File: config.mk
export PLATFORM = sky130hd
export DESIGN_NAME = mulberry_div
export DESIGN_NICKNAME = d
export VERILOG_FILES = /design/src/rtl/syn_gpu_pkg.sv /design/src/rtl/mulberry_div.sv
export SDC_FILE = /design/constraint.sdc
export NUM_CORES = 1
export LEC_CHECK = 0
export CORE_MARGIN = 1
export CORE_UTILIZATION = 45
export CTS_CLUSTER_SIZE = 14
export DETAILED_ROUTE_END_ITERATION = 6
export GPL_ROUTABILITY_DRIVEN = 0
export GPL_TIMING_DRIVEN = 0
export HOLD_SLACK_MARGIN = 0.15
export PLACE_DENSITY = 0.74
export SETUP_SLACK_MARGIN = 0.3
export SYNTH_ARGS = -nofsm -noshare
export SYNTH_HDL_FRONTEND = slang
export SYNTH_SLANG_ARGS = --single-unit
File: constraint.sdc
create_clock -name clk_ir -period 4.1 [get_ports clk_ir]
set_clock_uncertainty 0.2 [all_clocks]
set_input_delay 0.41 -clock clk_ir [delete_from_list [all_inputs] [get_ports clk_ir]]
set_output_delay 0.41 -clock clk_ir [all_outputs]
set_load 0.005 [all_outputs]
File: src/rtl/syn_gpu_pkg.sv
// Shared GPU-subsystem types: bus master IDs and the mulberry divider FSM states.
package syn_gpu_pkg;

   typedef enum logic [2:0] {
      MID_IDLE     = 3'd0,
      MID_GPU_CORE = 3'd1,
      MID_GPU_LB   = 3'd2,
      MID_GPU_TEX  = 3'd3,
      MID_HOST     = 3'd4
   } mid_t;

   typedef enum logic [1:0] {
      IDLE = 2'd0,
      CALC = 2'd1,
      DONE = 2'd2
   } div_fsm_t;

endpackage

File: src/rtl/mulberry_div.sv
// Mulberry-bus iterative restoring divider, one quotient bit per clock.
// Optional MULBERRY_DIV_SIGNED_EN selects two's-complement operands.
module mulberry_div
   import syn_gpu_pkg::*;
#(
   parameter int P_BUS_DATA_W = 32,
   parameter int P_DIV_W      = P_BUS_DATA_W / 2
) (
   input  logic                    clk_ir,
   input  logic                    rst_ih,
   input  logic [P_BUS_DATA_W-1:0] div_req_data,
   input  mid_t                    div_req_mid,
   output logic                    div_busy,
   output logic [P_BUS_DATA_W-1:0] div_rsp_data,
   output mid_t                    div_rsp_mid
);

   localparam int W     = P_DIV_W;
   localparam int CNT_W = $clog2(P_DIV_W + 1);
   localparam logic [CNT_W-1:0] CNT_LAST = CNT_W'(P_DIV_W - 1);

   div_fsm_t         state_q, state_d;
   logic [W-1:0]     dvd_q;
   logic [W-1:0]     dvs_q;
   logic [W:0]       rem_q;
   logic [CNT_W-1:0] cnt_q;
   mid_t             mid_q;

   logic [W-1:0]     req_dvd, req_dvs;
   logic [W-1:0]     op_dvd, op_dvs;
   logic [W:0]       shifted, rem_nxt;
   logic [W-1:0]     quo_nxt;
   logic [W-1:0]     q_fin, r_fin;
   logic             ge;
   logic             accept, req_dz, step_en, ld_rsp_calc, ld_rsp_dz, clr_rsp;

   assign req_dvd = div_req_data[P_BUS_DATA_W-1:W];
   assign req_dvs = div_req_data[W-1:0];
   assign req_dz  = (req_dvs == '0);

`ifdef MULBERRY_DIV_SIGNED_EN
   logic q_neg_q, r_neg_q;

   function automatic logic [W-1:0] f_mag(input logic signed [W-1:0] v);
      logic [W-1:0] r;
      r = v[W-1] ? -v : v;
      return r;
   endfunction

   function automatic logic [W-1:0] f_apply_sign(input logic [W-1:0] mag, input logic neg);
      logic [W-1:0] r;
      r = neg ? -mag : mag;
      return r;
   endfunction

   assign op_dvd = f_mag(req_dvd);
   assign op_dvs = f_mag(req_dvs);
   assign q_fin  = f_apply_sign(quo_nxt, q_neg_q);
   assign r_fin  = f_apply_sign(rem_nxt[W-1:0], r_neg_q);
`else
   assign op_dvd = req_dvd;
   assign op_dvs = req_dvs;
   assign q_fin  = quo_nxt;
   assign r_fin  = rem_nxt[W-1:0];
`endif

   // Restoring step: shift in next dividend bit, subtract if it fits.
   always_comb begin
      shifted = {rem_q[W-1:0], dvd_q[W-1]};
      ge      = (shifted >= {1'b0, dvs_q});
      rem_nxt = ge ? (shifted - {1'b0, dvs_q}) : shifted;
      quo_nxt = (dvd_q << 1) | W'(ge);
   end

   always_ff @(posedge clk_ir or posedge rst_ih) begin
      if (rst_ih) state_q <= IDLE;
      else        state_q <= state_d;
   end

   always_comb begin
      state_d = state_q;
      case (state_q)
         IDLE:    if (accept) state_d = req_dz ? DONE : CALC;
         CALC:    if (cnt_q == CNT_LAST) state_d = DONE;
         DONE:    state_d = IDLE;
         default: state_d = IDLE;
      endcase
   end

   always_comb begin
      accept      = (state_q == IDLE) && (div_req_mid != MID_IDLE) && !div_busy;
      step_en     = (state_q == CALC);
      ld_rsp_calc = step_en && (cnt_q == CNT_LAST);
      ld_rsp_dz   = accept && req_dz;
      clr_rsp     = (state_q == DONE);
   end

   always_ff @(posedge clk_ir or posedge rst_ih) begin
      if (rst_ih) begin
         dvd_q <= '0;
         dvs_q <= '0;
         rem_q <= '0;
         cnt_q <= '0;
         mid_q <= MID_IDLE;
      end else if (accept) begin
         dvd_q <= op_dvd;
         dvs_q <= op_dvs;
         rem_q <= '0;
         cnt_q <= '0;
         mid_q <= div_req_mid;
      end else if (step_en) begin
         dvd_q <= quo_nxt;
         rem_q <= rem_nxt;
         cnt_q <= cnt_q + CNT_W'(1);
      end
   end

`ifdef MULBERRY_DIV_SIGNED_EN
   always_ff @(posedge clk_ir or posedge rst_ih) begin
      if (rst_ih) begin
         q_neg_q <= 1'b0;
         r_neg_q <= 1'b0;
      end else if (accept) begin
         q_neg_q <= req_dvd[W-1] ^ req_dvs[W-1];
         r_neg_q <= req_dvd[W-1];
      end
   end
`endif

   // Divide-by-zero returns the raw dividend, so it bypasses the sign fixup.
   always_ff @(posedge clk_ir or posedge rst_ih) begin
      if (rst_ih) begin
         div_busy     <= 1'b0;
         div_rsp_data <= '0;
         div_rsp_mid  <= MID_IDLE;
      end else begin
         div_busy <= (state_d != IDLE);
         if (ld_rsp_dz) begin
            div_rsp_data <= {{W{1'b1}}, req_dvd};
            div_rsp_mid  <= div_req_mid;
         end else if (ld_rsp_calc) begin
            div_rsp_data <= {q_fin, r_fin};
            div_rsp_mid  <= mid_q;
         end else if (clr_rsp) begin
            div_rsp_data <= '0;
            div_rsp_mid  <= MID_IDLE;
         end
      end
   end

endmodule

Word-level counts from Yosys, hierarchy flattened. Cells that the tools add are included. W data, S select, Z words.

Bits in registers: 94. Input bits: 37. Word-level logic and storage cells: 44.

Add/subtract/negate cells: 2. Magnitude comparators: 1. Eq/ne operators: 3. Muxes and demuxes: 17. Bitwise operators: 1. Reduce and logical (&&, ||, !) cells: 11.

Operators by type and width (number): $mux W32 (3); $mux W16 (5); $ge A17 B16 Y1 (1); $logic_not A16 Y1 (1); $or A16 B1 Y16 (1); $sub A16 B16 Y16 (1); $mux W5 (2); $mux W3 (3); $mux W2 (3); $reduce_bool A3 Y1 (2); $add A5 B1 Y5 const B (1); $eq A5 B4 Y1 const B (1); $logic_and A1 B1 Y1 (4); $pmux W2 S2 (1); $reduce_bool A2 Y1 (2); $eq A2 B1 Y1 const B (1); $eq A2 B2 Y1 const B (1); $logic_not A2 Y1 (1); $logic_not A1 Y1 (1).

Longest topological paths before layout.
Depth in word-level cells: 6. Gate-level depth with buffers: 11. Mapped depth without buffers: 11.

Worst setup path before layout. Ideal clock, no wire load.

Path kind: reg2reg. From: register rem_q[3]. To: register rem_q[15]. Setup time: 134 ps. Data arrival time: 2218 ps. Slack: 1548 ps. Cell stages (with the launch flop): 9. Buffers on the path: 0. Clock period less this slack: 2552 ps. Path through: dfrtp_1 -> ha_1 -> a21o_1 -> or3_1 -> o21bai_2 -> a31oi_1 -> or4_1 -> nand4_1 -> o311ai_1.

Longest elaborated chain between the ends: 4. Elaborated cells between the ends (all ways): 5. Those cells by class: add/sub: 1; order compare: 1; mux: 3.

Ends and longest elaborated chain: start: declaration (line mulberry_div.sv:25) `logic [W:0] rem_q;`; start signal: assignment (line mulberry_div.sv:113) `rem_q <= rem_nxt;`; $sub A16 B16 Y16 / $ge A17 B16 Y1 (equally long branches) (line mulberry_div.sv:71, mulberry_div.sv:70); $mux W16 (*) (line mulberry_div.sv:71) `rem_nxt = ge ? (shifted - {1'b0, dvs_q}) : shifted;`; $mux W16 (*) (line mulberry_div.sv:111) `end else if (step_en) begin`; $mux W16 (*) (line mulberry_div.sv:105) `end else if (accept) begin`.

Every way passes the cells marked *; elsewhere a longest branch is shown, timed or not. The select of a mux whose other input is x is not followed. A chain may end at the register's enable or synchronous reset.

Worst setup path in the final report.
From: register dvd_q[15]. To: register rem_q[14].

Longest elaborated chain between the ends: 4. Elaborated cells between the ends (all ways): 5. Those cells by class: add/sub: 1; order compare: 1; mux: 3.

Ends and longest elaborated chain: start: declaration (line mulberry_div.sv:23) `logic [W-1:0] dvd_q;`; start signal: assignment (line mulberry_div.sv:106) `dvd_q <= op_dvd;`; start signal: assignment (line mulberry_div.sv:112) `dvd_q <= quo_nxt;`; $sub A16 B16 Y16 / $ge A17 B16 Y1 (equally long branches) (line mulberry_div.sv:71, mulberry_div.sv:70); $mux W16 (*) (line mulberry_div.sv:71); $mux W16 (*) (line mulberry_div.sv:111); $mux W16 (*) (line mulberry_div.sv:105).

Marked as above.

==> results.sh <==
export IMPL_avgSynthCellArea_sq_um=9.36
export IMPL_ys_async_sr_fraction=1.00
export IMPL_finalInstanceArea_sq_um=5830
export IMPL_path_class="register to register"
export IMPL_synth_nets=559
export IMPL_drv_cap=0
export IMPL_postCtsSetupBuffers=0
export IMPL_grt_pass1_wl_microns=20300
export IMPL_root_buffer="clkbuf_8"
export IMPL_min_path_type="input pin to async pin"
export IMPL_grt_usage=0.236
export IMPL_cts_tree="done"
export IMPL_worstSetupEndpointType="register"
export IMPL_dr_pass1_iters=4
export IMPL_crit_family="compound AO/OA/AOI/OAI gates"
export IMPL_cp_arrival_ns=3.04
export IMPL_worst_pin_slew_ns=1.21
export IMPL_cp_slowest_cell="fa_1"
export IMPL_rsz0062_at_grt="false"
export IMPL_cts_hold_buf=0
export IMPL_power_density_nw_per_um2=929
export IMPL_synth_edf_count=0
export IMPL_die_w_microns=104
export IMPL_yosys_warnings=0
export IMPL_nFillCells=871
export IMPL_avgViaCountPerCell=5.62
export IMPL_ant_nets=0
export IMPL_final_cell_mix="nand2_1 (100), dfrtp_1 (94), clkdlybuf4s50_1 (72), o21ai_0 (52), nand3_1 (40)"
export IMPL_yosys_most_used_dff="dfrtp_1"
export IMPL_core_sq_um=9950
export IMPL_wire_per_inst_microns=16.4
export IMPL_slowest_delay_ns=0.39
export IMPL_cts_buffers=9
export IMPL_drive_above_1_share=0.0541
export IMPL_synth_seq_cells=94
export IMPL_port_buffers=72
export IMPL_relSlewSlack=0.185
export IMPL_nNetsFinal=643
export IMPL_cts_sinks=94
export IMPL_syn_to_final_growth_pct=23.8
export IMPL_postCtsResizedCells=0
export IMPL_finalHoldViolCount=0
export IMPL_initial_utilization=0.473
export IMPL_diodes=0
export IMPL_path_cells="inv_1, ha_1, inv_1, fa_1, a21o_1, a221oi_1, o31a_1, o21ai_0, xor2_1, mux2i_1, o22ai_1"
export IMPL_cts_path_max_buffers=2
export IMPL_overflow=0
export IMPL_num_vias=4076
export IMPL_ios=73
export IMPL_period_minus_slack_ns=3.01
export IMPL_layout_commonest_cell="nand2_1"
export IMPL_required_ns=4.13
export IMPL_fin_crit_sh=0.734
export IMPL_setup_viol=0
export IMPL_use_met2=0.373
export IMPL_grt_max_degree=71
export IMPL_dpl_hpwl_microns=8830
export IMPL_outcome="complete, no violations"
export IMPL_synth_distinct_cells=48
export IMPL_finalMaxSlewViolations=0
export IMPL_syn_area_sq_um=4710
export IMPL_crit_buf_inv=2
export IMPL_reg2reg_depth=11
export IMPL_synthCells=503
export IMPL_die_h_microns=104
export IMPL_worstSetupPathDepth=11
export IMPL_routed_wl_microns=11900
export IMPL_grt_met1_usage=0.333
export IMPL_total_power_mw=5.42
export IMPL_row_count=36
export IMPL_h_tree_depth=3
export IMPL_synth_seq_area_share=0.500
export IMPL_grt_pass1_vias=4037
export IMPL_placed_cell_area_sq_um=5630
export IMPL_startpoint_type="register"
export IMPL_use_met3=0.0351
export IMPL_die_area_sq_um=10900
export IMPL_max_clock_freq_mhz=332
export IMPL_drc=0
export IMPL_antenna_found_initial=0
export IMPL_busiest_layer="met2"
export IMPL_crit_top_cell="inv_1"
export IMPL_cp_max_fo=3
export IMPL_drt_iter0_drc=256
export IMPL_worst_skew_pair_late_latency_ns=0.37
export IMPL_vdd_drop_max_v=0.000463
export IMPL_path_clk_slew_ns=0.09
export IMPL_leakage_nw=2.65
[state kept, by name (all words and copies together), names as in the netlist]
| name | flops |
|---|---|
| div_rsp_data | 32 |
| dvs_q | 16 |
| div_rsp_mid | 3 |
| mid_q | 3 |
| cnt_q | 5 |
| rem_q | 16 |
| dvd_q | 16 |
| state_q | 2 |
| div_busy | 1 |
[worst register-to-register path, stage by stage, from the launching register on]
cell and delay [ns]:
dfrtp_1 0.37, inv_1 0.12, ha_1 0.19, inv_1 0.05, fa_1 0.39, a21o_1 0.23, a221oi_1 0.38, o31a_1 0.28
o21ai_0 0.12, xor2_1 0.15, mux2i_1 0.26, o22ai_1 0.14
[worst paths after layout]
| path | start | slack [ns] | end |
|---|---|---|---|
| worst max-delay path | dvd_q[15] | 1.09 | rem_q[14] |
| worst min-delay path | rst_ih | 0.17 | rem_q[11] |
| worst max register to register | dvd_q[15] | 1.09 | rem_q[14] |
| worst min register to register | mid_q[2] | 0.28 | mid_q[2] |
| max in group asynchronous | rst_ih | 2.87 | rem_q[7] |
| min in group clk_ir | mid_q[2] | 0.28 | mid_q[2] |
[synth_stat cells (2+ instances only)]
master | count | area share
a21o_1 | 4 | 0.0064
nand2b_1 | 4 | 0.0053
buf_2 | 5 | 0.0053
o211ai_1 | 2 | 0.0032
a21oi_1 | 12 | 0.013
a222oi_1 | 2 | 0.0043
nor4_1 | 4 | 0.0053
o21a_1 | 3 | 0.0048
dfrtp_1 | 94 | 0.50
mux2i_1 | 13 | 0.028
a22oi_1 | 32 | 0.051
nand2_1 | 100 | 0.080
nor2b_1 | 3 | 0.0040
a221oi_1 | 2 | 0.0037
clkbuf_1 | 20 | 0.016
o21ai_2 | 2 | 0.0037
a31oi_1 | 2 | 0.0027
nor2_1 | 13 | 0.010
xnor2_1 | 7 | 0.013
xor2_1 | 7 | 0.013
o31a_1 | 2 | 0.0037
and2_1 | 2 | 0.0027
ha_1 | 18 | 0.048
or3_1 | 3 | 0.0040
nand4_1 | 6 | 0.0080
nand3_1 | 40 | 0.043
o21ai_0 | 52 | 0.055
o22ai_1 | 4 | 0.0053
and3_1 | 3 | 0.0040
inv_1 | 24 | 0.019
[logic make-up (layout without fill, tap and decap cells)]
kind of cell | Yosys count | after routing | share of synthesized area
compound gates | 127 | 127 | 0.172
xor+xnor | 14 | 14 | 0.0260
fa+ha+maj | 19 | 19 | 0.0521
buf+inv | 51 | 140 | 0.0436
flops | 94 | 94 | 0.500
mux | 14 | 14 | 0.0308
simple gates | 184 | 184 | 0.176
[metrics by stage]
stage	util	hold slack (ns)	std cells	setup WS, ns	setup TNS (ns)
2_1_floorplan	-	0.246	503	1.04	0
3_3_place_gp	0.562	0.265	708	-0.321	-29.56
3_5_place_dp	0.565	0.272	709	0.811	0
4_1_cts	0.586	0.184	725	1.11	0
5_1_grt	0.586	0.191	725	0.910	0
6_report	0.586	0.174	725	1.09	0
[metal layers]
metal	part of all wire	vias up
li1	-	1949
met1	0.48	2000
met2	0.47	111
met3	0.042	16
met4	0.016	0
met5	0	-
[where the power goes]
group / leakage (nW) / internal [mW] / switching (mW)
logic: 1.42 / 1.41 / 1.67
registers: 1.13 / 1.41 / 0.280
clock network: 0.0993 / 0.302 / 0.341
total: 2.65 / 3.12 / 2.29
[layout make-up]
type | instances | area, sq um | area share
Clock buffer | 10 | 138 | 0.0236
Timing Repair Buffer | 73 | 748 | 0.128
Tap cell | 133 | 166 | 0.0285
Multi-Input combinational cell | 358 | 2150 | 0.369
Sequential cell | 94 | 2350 | 0.403
Inverter | 24 | 92.6 | 0.0159
Buffer | 27 | 115 | 0.0197
Clock inverter | 6 | 67.6 | 0.0116
(Power assumes the default switching activity.)
